$ cat src/rtl/clk_div_pkg.sv
// Shared constants, types and helpers for the multi-channel integer clock divider.
package clk_div_pkg;

  localparam int unsigned CLK_DIV_MIN = 2;

  typedef enum logic {
    IDLE,
    RUN
  } ch_state_e;

  // Length of the high phase for a given ratio; ratios below the minimum behave as the minimum.
  function automatic logic [31:0] clk_div_high(input logic [31:0] ratio);
    logic [31:0] r;
    r = (ratio < 32'(CLK_DIV_MIN)) ? 32'(CLK_DIV_MIN) : ratio;
    return 32'(({1'b0, r} + 33'd1) >> 1);
  endfunction

endpackage

$ cat src/rtl/clk_div_ch.sv
// One divider channel: period counter with a double-buffered ratio applied at period boundaries.
module clk_div_ch
  import clk_div_pkg::*;
#(
  parameter int DIVW    = 16,
  parameter int DEF_DIV = 2
) (
  input  logic            clk,
  input  logic            srst,
  input  logic            en,
  input  logic            load,
  input  logic [DIVW-1:0] ratio,
  input  logic            sync,
  output logic            out,
  output logic            tick,
  output logic            pend
);

  ch_state_e       state_reg, state_next;
  logic [DIVW-1:0] cnt_reg, cnt_next;
  logic [DIVW-1:0] act_reg, act_next;
  logic [DIVW-1:0] nxt_reg, nxt_next;
  logic            pend_reg, pend_next;
  logic            out_reg, out_next;
  logic            tick_reg, tick_next;

  logic [DIVW-1:0] eff;
  logic [DIVW-1:0] high;
  logic [DIVW-1:0] act_applied;
  logic            boundary;

  always_comb begin
    eff         = (act_reg == DIVW'(1)) ? DIVW'(CLK_DIV_MIN) : act_reg;
    high        = DIVW'(clk_div_high(32'(eff)));
    act_applied = pend_reg ? nxt_reg : act_reg;
    // An idle channel re-evaluates every cycle; a running one only on wrap or sync.
    boundary    = (state_reg == IDLE) || sync || (cnt_reg == eff - DIVW'(1));

    state_next = state_reg;
    cnt_next   = cnt_reg;
    act_next   = act_reg;
    nxt_next   = nxt_reg;
    pend_next  = pend_reg;
    out_next   = 1'b0;
    tick_next  = 1'b0;

    if (boundary) begin
      act_next  = act_applied;
      pend_next = 1'b0;
      cnt_next  = '0;
      if (en && (act_applied != '0)) begin
        state_next = RUN;
        out_next   = 1'b1;
        tick_next  = 1'b1;
      end else begin
        state_next = IDLE;
      end
    end else begin
      cnt_next = cnt_reg + DIVW'(1);
      out_next = (cnt_next < high);
    end

    // A load on a boundary edge is captured after the old pending value was consumed.
    if (load) begin
      nxt_next  = ratio;
      pend_next = 1'b1;
    end
  end

  always_ff @(posedge clk) begin
    if (srst) begin
      state_reg <= IDLE;
      cnt_reg   <= '0;
      act_reg   <= DIVW'(DEF_DIV);
      nxt_reg   <= '0;
      pend_reg  <= 1'b0;
      out_reg   <= 1'b0;
      tick_reg  <= 1'b0;
    end else begin
      state_reg <= state_next;
      cnt_reg   <= cnt_next;
      act_reg   <= act_next;
      nxt_reg   <= nxt_next;
      pend_reg  <= pend_next;
      out_reg   <= out_next;
      tick_reg  <= tick_next;
    end
  end

  assign out  = out_reg;
  assign tick = tick_reg;
  assign pend = pend_reg;

endmodule

$ cat src/rtl/clk_div.sv
// Multi-channel programmable clock divider: NCH independent channels sharing a sync strobe.
module clk_div
  import clk_div_pkg::*;
#(
  parameter int NCH     = 4,
  parameter int DIVW    = 16,
  parameter int DEF_DIV = 2
) (
  input  logic                fsys,
  input  logic                clk_div_rst,
  input  logic [NCH-1:0]      clk_div_en,
  input  logic [NCH-1:0]      clk_div_load,
  input  logic [NCH*DIVW-1:0] clk_div_ratio,
  input  logic                clk_div_sync,
  output logic [NCH-1:0]      clk_div_out,
  output logic [NCH-1:0]      clk_div_tick,
  output logic [NCH-1:0]      clk_div_pend
);

  genvar gi;
  generate
    for (gi = 0; gi < NCH; gi++) begin : g_ch
      clk_div_ch #(
        .DIVW   (DIVW),
        .DEF_DIV(DEF_DIV)
      ) u_ch (
        .clk  (fsys),
        .srst (clk_div_rst),
        .en   (clk_div_en[gi]),
        .load (clk_div_load[gi]),
        .ratio(clk_div_ratio[gi*DIVW +: DIVW]),
        .sync (clk_div_sync),
        .out  (clk_div_out[gi]),
        .tick (clk_div_tick[gi]),
        .pend (clk_div_pend[gi])
      );
    end
  endgenerate

endmodule

$ cat config.mk
export PLATFORM = sky130hd
export DESIGN_NAME = clk_div
export DESIGN_NICKNAME = d
export VERILOG_FILES = /design/src/rtl/clk_div_pkg.sv /design/src/rtl/clk_div_ch.sv /design/src/rtl/clk_div.sv
export SDC_FILE = /design/constraint.sdc
export NUM_CORES = 1
export LEC_CHECK = 0
export ABC_CLOCK_PERIOD_IN_PS = 3840
export BUFFER_PORTS_ARGS = -buffer_cell sky130_fd_sc_hd__buf_2
export CAP_MARGIN = 30
export CORE_UTILIZATION = 62
export CTS_BUF_LIST = sky130_fd_sc_hd__clkbuf_16
export DETAILED_ROUTE_END_ITERATION = 10
export PLACE_DENSITY = 0.77
export SYNTH_ARGS = -nofsm -noshare
export SYNTH_HDL_FRONTEND = slang
export SYNTH_HIERARCHICAL = 1
export SYNTH_SLANG_ARGS = --single-unit
$ cat constraint.sdc
create_clock -name fsys -period 3.84 [get_ports fsys]
set_input_delay 0 -clock fsys [delete_from_list [all_inputs] [get_ports fsys]]
set_output_delay 0 -clock fsys [all_outputs]
set_load 0.03 [all_outputs]
# Yosys cells after proc, flatten, opt, wreduce, memory -nomap -nowiden
# Cells that the tools add are included.
# classes
addsub,12
n_lt_le_gt_ge,8
n_eq_ne,8
muxes,28
bitwise_logic,8
n_reduce_logical,28
# ops
operator,n
16-bit 2-to-1 mux,12
17-bit by 1-bit adder with 17-bit output (second input constant),4
16-bit by 1-bit adder with 16-bit output (second input constant),4
16-bit by 1-bit equality test with 1-bit output (second input constant),4
16-bit equality test,4
16-bit less-than comparator,4
16-bit by 2-bit less-than comparator with 1-bit output (second input constant),4
16-bit nonzero test,4
16-bit by 1-bit subtractor with 16-bit output (second input constant),4
1-bit 2-to-1 mux,16
2-bit OR reduction,8
1-bit logical OR,8
1-bit NOT,8
2-bit nonzero test,4
1-bit logical AND,4
# word_totals
register_bits,208
inputBits,75
out_inout_bits,12
wordCells,120

# Longest topological paths before layout
# Gate-level depths: netlist (run 1).
# logic_depth
depth_word,7
mapped_depth,20
depth_no_buf,18

# By module
# Netlist (run 1), hierarchy kept.
# modules_own_cells
mod,n_inst,cells_each,area_per_inst_um2,seq_area_each_um2
clk_div_ch at g_ch[0].u_ch ...,3,394,3474.6,1041.0
clk_div_ch at g_ch[1].u_ch,1,406,3487.1,1041.0

# Worst setup path after synthesis (run 1)
# Ideal clock, no wire load.
# synth_path
kind,register -> register
startpoint,register g_ch[1].u_ch.act_reg[11]
endpoint,register g_ch[1].u_ch.out_reg
setup_ns,0.058
arrival_ns,3.482
t_required_ns,3.782
setup_slack_ns,0.300
stages_incl_launch_ff,19
cell_sequence,dfxtp_1 > buf_2 > nor4_1 > and4_1 > clkbuf_1 > nand2_1 > nand2_1 > ha_1 > nand3_1 > nor2_1 > and3_1 > and2_1 > nand2_1 > xor2_1 > ha_1 > a21o_1 > a21o_1 > a2111oi_0 > a31o_2
# synth_between
elab_chain_cells,7
word_cells_on_any_way,14
# synth_rtl
item,line,rtl
"start, declared",clk_div_ch.sv:21,"logic [DIVW-1:0] act_reg, act_next;"
"start signal, assigned",clk_div_ch.sv:74,act_reg <= DIVW'(DEF_DIV);
"start signal, assigned",clk_div_ch.sv:82,act_reg <= act_next;
16-bit by 1-bit equality test with 1-bit output,clk_div_ch.sv:33,eff = (act_reg == DIVW'(1)) ? DIVW'(CLK_DIV_MIN) : act_reg;
16-bit 2-to-1 mux,clk_div_ch.sv:33,
16-bit by 2-bit less-than comparator with 1-bit output,clk_div_pkg.sv:14,r = (ratio < 32'(CLK_DIV_MIN)) ? 32'(CLK_DIV_MIN) : ratio;
16-bit 2-to-1 mux,clk_div_pkg.sv:14,
17-bit by 1-bit adder with 17-bit output,clk_div_pkg.sv:15,"return 32'(({1'b0, r} + 33'd1) >> 1);"
16-bit less-than comparator,clk_div_ch.sv:60,out_next = (cnt_next < high);
1-bit 2-to-1 mux *,clk_div_ch.sv:47,if (boundary) begin
"end signal, assigned",clk_div_ch.sv:85,out_reg <= out_next;
"end, declared",clk_div_ch.sv:24,"logic out_reg, out_next;"
# Every way passes the cells marked *; elsewhere a longest branch is shown, timed or not.
# A chain may end at the register's enable or synchronous reset.

# Final worst setup path (run 1)
# layout_path
startpoint,register g_ch[1].u_ch.act_reg[9]
endpoint,register g_ch[1].u_ch.out_reg
# The elaborated chain is that of the path after synthesis.

==> results of run 1 <==
==> synthesized netlist by cell type, drive strengths merged (11+ instances only) <==
| cell type | number |
|---|---|
| o21ai | 31 |
| xnor2 | 102 |
| inv | 32 |
| and2 | 11 |
| ha | 76 |
| nor3 | 35 |
| clkbuf | 54 |
| nor3b | 53 |
| nor4 | 33 |
| xor2 | 75 |
| nand2 | 54 |
| a22o | 18 |
| nor2 | 145 |
| dfxtp | 208 |
| and3 | 50 |
| a21o | 16 |
| buf | 65 |
| mux2i | 116 |
| a21oi | 28 |
| nand4 | 36 |
| a221o | 15 |
| nor2b | 12 |
| a211oi | 14 |
| nand3 | 72 |
| nand2b | 98 |
==> layout make-up <==
cell class | instances | area [um2]
fill | 1548 | 5495
clock inverter | 16 | 132.6
sequential | 208 | 4169
timing repair buffer | 248 | 1928
clock buffer | 24 | 600.6
inverter | 32 | 120.1
antenna | 1 | 2.502
multi-input combinational | 1229 | 9092
tap | 280 | 350.3
==> per-layer routing <==
metal	routed length (um)	share of wire, %	up-vias
li1	-	-	5992
met1	15460	42	5918
met2	17900	49	435
met3	1907	5.2	106
met4	1203	3.3	0
met5	0	0	-
==> path summary, 6_finish.rpt <==
path | from | to | slack (ps) | cells past startpoint
worst max-delay path | g_ch[1].u_ch/act_reg[9] | g_ch[1].u_ch/out | 180 | 16
worst min-delay path | clk_div_rst | g_ch[3].u_ch/act_reg[1] | 20 | 3
worst max register to register | g_ch[1].u_ch/act_reg[9] | g_ch[1].u_ch/out | 180 | 16
worst min register to register | g_ch[0].u_ch/nxt_reg[0] | g_ch[0].u_ch/act_reg[0] | 490 | 2
==> worst min-delay path, stage by stage <==
cell     delay (ps)
buf_6           250
nor2_1          160
mux2i_1          60
==> where the power goes <==
group | internal (mW) | switching [mW]
combinational | 0.437 | 0.471
sequential | 2.24 | 0.0875
clock | 1.26 | 0.898
total | 3.94 | 1.46
==> cells by family after synthesis <==
family | count (synthesis) | synth area share (%)
AOI/OAI and AO/OA | 192 | 10.80
muxes | 119 | 8.590
and+or+nand+nor | 665 | 27.40
DFF | 208 | 29.93
buffers and inverters | 151 | 5.298
adders and majority gates | 76 | 6.836
xor gates and xnor gates | 177 | 11.14
==> timing repair <==
action                     in CTS  in global routing
setup endpoints to repair       0                  3
setup buffers                   0                  3
hold buffers                  110                  0
hold endpoints to repair       73                  0
resized for setup               0                 20
==> through the flow <==
stage	power (mW)	instances	setup TNS (ps)
after CTS	5.365	2033	0
final	5.392	2038	0
after floorplan	2.920	1588	0
after global placement	3.101	1883	0
after detailed placement	3.121	1883	0
after global routing	5.597	2038	-47.73
==> Implementation_results.wiki, run 1 <==
{| class="wikitable"
! Metric !! Value
|-
| Via count of the routed design || 12,450
|-
| Slew at the pin closest to its max-slew limit || 1115 ps
|-
| Busiest layer in global routing || met2
|-
| Core region area || 21,890 um2
|-
| First-pass GRT wire length || 58,350 um
|-
| Top_reg_cell synth || dfxtp_1
|-
| Synthesized area per cell || 8.760 um2
|-
| H-tree lvl count || 1
|-
| Crit path largest cell delay || 380 ps
|-
| Final critical-path setup slack || 181.6 ps
|-
| CTS tree || yes
|-
| Largest voltage drop on the vdd net || 0.3470 mV
|-
| Most frequent cells in the layout || 204 x dfxtp_1, 142 x nor2_1, 116 x mux2i_1
|-
| Number of port buffers || 86
|-
| Clock net sink count || 208
|-
| Number of design-rule violations left by the first detailed-router iteration || 1,103
|-
| All-Layer GR Usage || 31.10%
|-
| Leakage power figure || 6.710 nW
|-
| Hold Slack || 24.88 ps
|-
| DR pass1 iterations || 6
|-
| Largest driver fanout on the critical path || 4
|-
| Die Span X || 151.8 um
|-
| Flops & latches, synth || 208
|-
| Run status || finished clean
|-
| Most frequent standard cell in the layout excluding fill and tap cells || dfxtp_1
|-
| Clock-pin slew reported for the worst setup and hold paths after clock tree synthesis || 60 ps
|-
| Fin crit period || 3658 ps
|-
| Share of the yosys chip area belonging to registers || 29.93%
|-
| List of cells traversed by the critical path || nor4_4 -> and4_1 -> nand2_1 -> nand2_1 -> ha_1 -> nand3_1 -> nor2_2 -> and3_1 -> and2_1 -> nand2_1 -> xor2_1 -> ha_1 -> nand4_1 -> a2111oi_4 -> a2111oi_2 -> a31o_2
|-
| Area of all placed cells without fillers || 16,400 um2
|-
| Initial antenna violation count || 1
|-
| P per Cell Area || 328.9 nW/um2
|-
| Area enclosed by the die boundary || 23,040 um2
|-
| CP max-delay cell || a2111oi_4
|-
| Total routed wirelength || 36,470 um
|-
| Final Max Tran Viols || 0
|-
| Required time of the worst setup path || 4250 ps
|-
| Instance count of the mapped netlist || 1,588
|-
| Fraction of final layout cells sized beyond drive strength 1 || 12.46%
|-
| I/O pin total || 87
|-
| Pin count of the biggest net entering global routing || 88
|-
| Hold Path Class || in2reg
|-
| CTS Root Cell || clkbuf_16
|-
| Via density || 6.109
|-
| Maximum root-to-sink buffer count || 3
|-
| Chip height || 151.8 um
|-
| Met3 GRT Util || 4.042%
|-
| Worst-case headroom to the max-slew limit || 24.60%
|-
| Most area-hungry cell type in the Yosys netlist || dfxtp_1
|-
| Most area-consuming cells after synthesis || dfxtp_1 30%, mux2i_1 8.3%, ha_1 6.8%
|-
| Synthesized Nets || 1,739
|-
| Buffers and inverters on the worst path || 0
|-
| Number of nets in the layout || 1,894
|-
| Effective utilization at floorplan || 63.55%
|-
| Final Setup Violations || 0
|-
| Post-Syn Area || 13,910 um2
|-
| Arrival time reported for the critical path endpoint || 4070 ps
|-
| Global-route met2 utilization || 54.18%
|-
| Number of synthesis warnings || 6
|-
| Number of nets still failing antenna checks after routing || 0
|-
| Post-Place Setup Slack || 140.1 ps
|-
| Clock buffers created by TritonCTS || 24
|-
| Clk_skew || 15.37 ps
|-
| Async set or reset register ratio after synthesis || 0%
|-
| Placed instance area || 14,440 um2
|-
| EDFF count, synth || 0
|-
| Type of destination of the critical path || flop
|-
| Utilization after layout || 74.90%
|-
| Average wire per standard cell || 17.90 um
|-
| GR Layer Usage met1 || 39.15%
|-
| Share of Yosys cell area claimed by the top area cell type || 29.93%
|-
| Final GP Congestion || 0.8868
|-
| Area growth from synthesis to layout || 17.86%
|-
| Leftover overflow at the end of global routing || 0
|-
| Source-to-sink clock delay at the later pin of the worst-skew pair || 530 ps
|-
| Dominant cell type by count on the critical path || nand2_1
|-
| Largest delay contributor family on the critical path || simple AND/OR/NAND/NOR gates
|-
| Final critical-path share of the clock period || 95.27%
|-
| Number of remaining DRC errors || 0
|-
| Kind of start point of the critical path || flop
|-
| Max_cap viols || 0
|-
| Unique masters post-synth || 70
|-
| Final hold violation count || 0
|-
| Number of placement rows || 54
|-
| Half-perimeter wire length after detailed placement || 23,570 um
|-
| Via count of the first global-routing pass || 11,960
|-
| Upper clock frequency limit || 273.3 MHz
|-
| Critical path class || reg2reg
|}
Note: power is estimated with default switching activity, not from simulation.
==> inputs of run 2 (changes only) <==
--- a/config.mk
+++ b/config.mk
@@ -8,10 +8,10 @@
 export ABC_CLOCK_PERIOD_IN_PS = 3840
 export BUFFER_PORTS_ARGS = -buffer_cell sky130_fd_sc_hd__buf_2
 export CAP_MARGIN = 30
-export CORE_UTILIZATION = 62
-export CTS_BUF_LIST = sky130_fd_sc_hd__clkbuf_16
+export CORE_UTILIZATION = 35
 export DETAILED_ROUTE_END_ITERATION = 10
-export PLACE_DENSITY = 0.77
+export PLACE_DENSITY = 0.47
+export SLEW_MARGIN = 20
 export SYNTH_ARGS = -nofsm -noshare
 export SYNTH_HDL_FRONTEND = slang
 export SYNTH_HIERARCHICAL = 1
==> Implementation_results.wiki, run 2 (synthesized netlist as in run 1, its figures left out) <==
{| class="wikitable"
! Metric !! Value
|-
| Source-to-sink clock delay at the later pin of the worst-skew pair || 530 ps
|-
| Number of nets in the layout || 1,927
|-
| Utilization after layout || 43.77%
|-
| Worst-case headroom to the max-slew limit || 31.52%
|-
| Pin count of the biggest net entering global routing || 84
|-
| All-Layer GR Usage || 18.16%
|-
| I/O pin total || 87
|-
| Clock net sink count || 208
|-
| P per Cell Area || 323.6 nW/um2
|-
| Final Max Tran Viols || 0
|-
| Sum of negative setup slack || 0 ps
|-
| H-tree lvl count || 1
|-
| Post-Place Setup Slack || 70.13 ps
|-
| Number of port buffers || 86
|-
| Number of placement rows || 72
|-
| Max_cap viols || 0
|-
| Clk_skew || 9.920 ps
|-
| Largest driver fanout on the critical path || 4
|-
| Kind of start point of the critical path || flop
|-
| Final Setup Violations || 0
|-
| Arrival time reported for the critical path endpoint || 4000 ps
|-
| Leakage power figure || 6.824 nW
|-
| Area used by sequential logic in the layout || 4168 um2
|-
| Final hold violation count || 0
|-
| Most frequent cells in the layout || 205 x dfxtp_1, 140 x nor2_1, 130 x dlygate4sd3_1
|-
| Total routed wirelength || 37,160 um
|-
| Fin crit period || 3579 ps
|-
| Slew at the pin closest to its max-slew limit || 1013 ps
|-
| Average wire per standard cell || 16.09 um
|-
| Number of nets still failing antenna checks after routing || 0
|-
| CTS Root Cell || clkbuf_16
|-
| Core region area || 38,920 um2
|-
| Via density || 5.125
|-
| Number of remaining DRC errors || 0
|-
| Clock-pin slew reported for the worst setup and hold paths after clock tree synthesis || 60 ps
|-
| Initial antenna violation count || 0
|-
| Die Span X || 201.4 um
|-
| Via count of the routed design || 11,840
|-
| Leftover overflow at the end of global routing || 0
|-
| Cell Count, Final, Fillers Out || 2,310
|-
| Area of all placed cells without fillers || 17,040 um2
|-
| Placed instance area || 14,850 um2
|-
| Type of destination of the critical path || flop
|-
| Critical path class || reg2reg
|-
| RSZ-0062 raised after global routing || no
|-
| Fill cell count || 3,917
|-
| Final critical-path setup slack || 261.3 ps
|-
| Chip height || 201.4 um
|-
| Fraction of final layout cells sized beyond drive strength 1 || 13.11%
|-
| Number of design-rule violations left by the first detailed-router iteration || 623
|-
| Half-perimeter wire length after detailed placement || 26,610 um
|-
| Largest voltage drop on the vdd net || 0.2732 mV
|-
| Final GP Congestion || 0.8546
|-
| Via count of the first global-routing pass || 11,860
|-
| Effective utilization at floorplan || 35.74%
|-
| Hold Path Class || in2reg
|-
| Required time of the worst setup path || 4260 ps
|-
| Area of combinational cells with multiple inputs || 9094 um2
|-
| Area enclosed by the die boundary || 40,550 um2
|-
| CTS tree || yes
|-
| Placed instance count || 2,134
|-
| Area growth from synthesis to layout || 22.46%
|-
| Most frequent standard cell in the layout excluding fill and tap cells || dfxtp_1
|-
| DR pass1 iterations || 5
|-
| Upper clock frequency limit || 279.4 MHz
|-
| Run status || finished clean
|-
| Clock buffers created by TritonCTS || 25
|-
| Final critical-path share of the clock period || 93.19%
|-
| Antenna cells || 0
|-
| First-pass GRT wire length || 61,430 um
|-
| Maximum root-to-sink buffer count || 3
|}
-- run 2: layer usage --
metal	vias up	GRT usage [%]	part of all wire, %
li1	6041	-	-
met1	5599	24.55	49
met2	150	30.32	46
met3	48	2.559	3.3
met4	0	4.329	1.8
met5	-	0	0
-- run 2: layout make-up --
class | count | area share (%)
Sequential cell | 208 | 24.47
Clock buffer | 38 | 4.253
Tap cell | 518 | 3.805
Inverter | 32 | 0.7051
Multi-Input combinational cell | 1229 | 53.38
Clock inverter | 5 | 0.2938
Timing Repair Buffer | 280 | 13.10
-- run 2: timing repair --
action / CTS / global route
endpoints found under the setup margin: 0 / 4
hold endpoints to repair: 90 / 0
setup buffers: 0 / 2
hold buffers: 130 / 0
gates resized for setup: 0 / 21
-- run 2: path summary, 6_finish.rpt --
path | cells past startpoint | slack [ps] | end | start
worst max register to register | 16 | 260 | g_ch[1].u_ch/out | g_ch[1].u_ch/act_reg[9]
worst min register to register | 2 | 490 | g_ch[2].u_ch/act_reg[8] | g_ch[2].u_ch/nxt_reg[8]
worst min-delay path | 3 | 40 | g_ch[1].u_ch/nxt_reg[10] | clk_div_load[1]
worst max-delay path | 16 | 260 | g_ch[1].u_ch/out | g_ch[1].u_ch/act_reg[9]
-- run 2: per-stage QoR --
stage	hold slack, ps	power [mW]
2_1_floorplan	147.5	2.920
3_3_place_gp	232.6	3.143
3_5_place_dp	242.0	3.151
4_1_cts	0.7677	5.587
5_1_grt	57.36	5.803
6_report	42.82	5.513
-- run 2: power by group --
| part | internal [mW] | total, mW | switching (mW) | leakage (nW) |
|---|---|---|---|---|
| clock | 1.35 | 2.26 | 0.910 | 0.383 |
| combinational | 0.461 | 0.931 | 0.470 | 4.74 |
| sequential | 2.24 | 2.32 | 0.0799 | 1.70 |
-- run 2: critical path, cell delays in order, from the launching register on --
cell       delay, ps
dfxtp_1          330
nor4_4           340
and4_1           250
nand2_1          130
nand2_1          120
ha_1             200
nand3_1          130
nor2_2           150
and3_1           220
and2_1           180
nand2_1           70
xor2_1           140
ha_1             300
nand4_1          170
a2111oi_4        390
a2111oi_2        100
a31o_2           250
==> inputs of run 3 (changes only) <==
--- a/config.mk
+++ b/config.mk
@@ -10,7 +10,7 @@
 export CAP_MARGIN = 30
 export CORE_UTILIZATION = 35
 export DETAILED_ROUTE_END_ITERATION = 10
-export PLACE_DENSITY = 0.47
+export PLACE_DENSITY_LB_ADDON = 0.05
 export SLEW_MARGIN = 20
 export SYNTH_ARGS = -nofsm -noshare
 export SYNTH_HDL_FRONTEND = slang
==> Implementation_results.wiki, run 3 (synthesized netlist as in run 1, its figures left out) <==
{| class="wikitable"
! Metric !! Value
|-
| Area enclosed by the die boundary || 40,550 um2
|-
| All-Layer GR Usage || 19.48%
|-
| Via density || 5.116
|-
| Leftover overflow at the end of global routing || 0
|-
| Dominant cell type by count on the critical path || nand2_1
|-
| Core region area || 38,920 um2
|-
| Clock-pin slew reported for the worst setup and hold paths after clock tree synthesis || 60 ps
|-
| Final GP Congestion || 0.8157
|-
| Largest delay contributor family on the critical path || simple AND/OR/NAND/NOR gates
|-
| Fill cell count || 3,883
|-
| Number of remaining DRC errors || 0
|-
| Half-perimeter wire length after detailed placement || 27,340 um
|-
| Type of destination of the critical path || flop
|-
| Critical path class || reg2reg
|-
| Via count of the routed design || 12,090
|-
| DR pass1 iterations || 5
|-
| Internal Dissipation || 4.308 mW
|-
| Effective utilization at floorplan || 35.74%
|-
| Clock net sink count || 208
|-
| Final critical-path share of the clock period || 93.02%
|-
| Final total power || 5.854 mW
|-
| Final Setup Violations || 0
|-
| Source-to-sink clock delay at the later pin of the worst-skew pair || 540 ps
|-
| CP max-delay cell || a2111oi_0
|-
| Clk_skew || 8.372 ps
|-
| Required time of the worst setup path || 4330 ps
|-
| Clock buffers created by TritonCTS || 27
|-
| Leakage power figure || 7.125 nW
|-
| P_sw || 1.546 mW
|-
| List of cells traversed by the critical path || nor4_4 -> and4_1 -> nand2_1 -> nand2_1 -> ha_1 -> nand3_1 -> nor2_2 -> and3_1 -> and2_4 -> nand2_1 -> xor2_1 -> ha_1 -> a21o_1 -> a21o_1 -> a2111oi_0 -> a31o_2
|-
| Largest voltage drop on the vdd net || 0.2941 mV
|-
| Arrival time reported for the critical path endpoint || 4060 ps
|-
| Clock network power share || 43.6%
|-
| Antenna cells || 0
|-
| Sum of negative setup slack || 0 ps
|-
| Number of placement rows || 72
|-
| Switching part of the total || 26.40%
|-
| Die Span X || 201.4 um
|-
| Final critical-path setup slack || 268.2 ps
|-
| CTS tree || yes
|-
| Initial antenna violation count || 0
|-
| H-tree lvl count || 1
|-
| Pin count of the biggest net entering global routing || 90
|-
| First-pass GRT wire length || 65,360 um
|-
| CTS Root Cell || clkbuf_16
|-
| Most frequent standard cell in the layout excluding fill and tap cells || dfxtp_1
|-
| Total routed wirelength || 39,050 um
|-
| RSZ-0062 raised after global routing || no
|-
| Buffers and inverters on the worst path || 0
|-
| Upper clock frequency limit || 280.0 MHz
|-
| Number of design-rule violations left by the first detailed-router iteration || 700
|-
| Average wire per standard cell || 16.52 um
|-
| I/O pin total || 87
|-
| Slew at the pin closest to its max-slew limit || 712.9 ps
|-
| Cell Count, Final, Fillers Out || 2,363
|-
| Share of power burned in registers || 39.6%
|-
| Kind of start point of the critical path || flop
|-
| Area growth from synthesis to layout || 26.59%
|-
| Max_cap viols || 0
|-
| Chip height || 201.4 um
|-
| Run status || finished clean
|-
| Number of nets in the layout || 1,976
|-
| Placed instance count || 2,141
|-
| Via count of the first global-routing pass || 12,180
|-
| Hold Path Class || in2reg
|-
| Crit path largest cell delay || 430 ps
|-
| Fin crit period || 3572 ps
|-
| Post-Place Setup Slack || 17.68 ps
|-
| Worst-case headroom to the max-slew limit || 51.81%
|-
| Number of port buffers || 86
|-
| Most frequent cells in the layout || 205 x dfxtp_1, 166 x dlygate4sd3_1, 140 x nor2_1
|-
| Final hold violation count || 0
|-
| Power share of the combinational group || 16.8%
|-
| Number of nets still failing antenna checks after routing || 0
|-
| P per Cell Area || 332.4 nW/um2
|-
| Largest driver fanout on the critical path || 4
|-
| Fraction of final layout cells sized beyond drive strength 1 || 14.04%
|-
| Final Max Tran Viols || 0
|-
| Maximum root-to-sink buffer count || 3
|}
==> run 3: changes by cell type in the layout (fill, tap and decap cells not counted), moves of 2 or more <==
cell,before,now
and3_1,50,48
clkinvlp_4,0,3
buf_2,85,87
nor3_1,32,30
and3_4,0,2
clkbuf_8,5,8
buf_4,63,72
nor3_2,3,5
clkbuf_1,8,5
dlygate4sd3_1,130,166
clkbuf_16,25,27
==> run 3: tightest hold or removal path: stages <==
cell and delay, ps:
buf_2 270, mux2i_1 180, nor2_1 70
==> run 3: path summary, 6_finish.rpt <==
kind / startpoint / endpoint / slack [ps] / depth (start not counted)
worst min register to register: g_ch[0].u_ch/nxt_reg[9] / g_ch[0].u_ch/act_reg[9] / 500 / 2
worst max register to register: g_ch[1].u_ch/act_reg[9] / g_ch[1].u_ch/out / 270 / 16
worst min-delay path: clk_div_load[1] / g_ch[1].u_ch/nxt_reg[2] / 20 / 3
worst max-delay path: g_ch[1].u_ch/act_reg[9] / g_ch[1].u_ch/out / 270 / 16
==> run 3: metrics by stage <==
step / utilization (%) / hold slack (ps) / area (um2)
after floorplan: - / 147.5 / 13910
after global placement: 38.23 / 233.1 / 14880
after detailed placement: 38.28 / 239.7 / 14900
after CTS: 44.88 / 0.1075 / 17470
after global routing: 45.25 / 38.57 / 17610
final: 45.25 / 19.81 / 17610
==> run 3: metal layers <==
| metal | vias up | share of wire [%] | GRT usage, % |
|---|---|---|---|
| met3 | 43 | 3.1 | 2.332 |
| met2 | 162 | 47 | 32.60 |
| met1 | 5741 | 49 | 26.56 |
| met4 | 0 | 1.7 | 4.545 |
| met5 | - | 0 | 0 |
| li1 | 6142 | - | - |
==> run 3: repair_timing <==
| action | 4_1_cts | 5_1_grt |
|---|---|---|
| pin swaps | 0 | 9 |
| resized for setup | 1 | 21 |
| buffers inserted | 0 | 6 |
| hold buffers | 166 | 0 |
| endpoints found under the hold margin | 73 | 0 |
| setup endpoints to repair | 1 | 4 |
==> run 3: power groups by stage <==
stage | registers [mW] | clock network [mW] | logic, mW
after global routing | 2.33 | 2.74 | 1.08
after global placement | 2.36 | 0 | 0.796
after CTS | 2.32 | 2.66 | 0.959
after detailed placement | 2.36 | 0 | 0.800
final | 2.32 | 2.55 | 0.981
after floorplan | 2.35 | 0 | 0.574
==> run 3: area by class of cell <==
cell class	instances	area (um2)	area share, %
Multi-Input combinational cell	1229	9097	51.66
Sequential cell	208	4168	23.67
Timing Repair Buffer	327	2669	15.16
Clock buffer	40	804.5	4.569
Tap cell	518	648.1	3.681
Inverter	32	120.1	0.6821
Clock inverter	9	102.6	0.5826
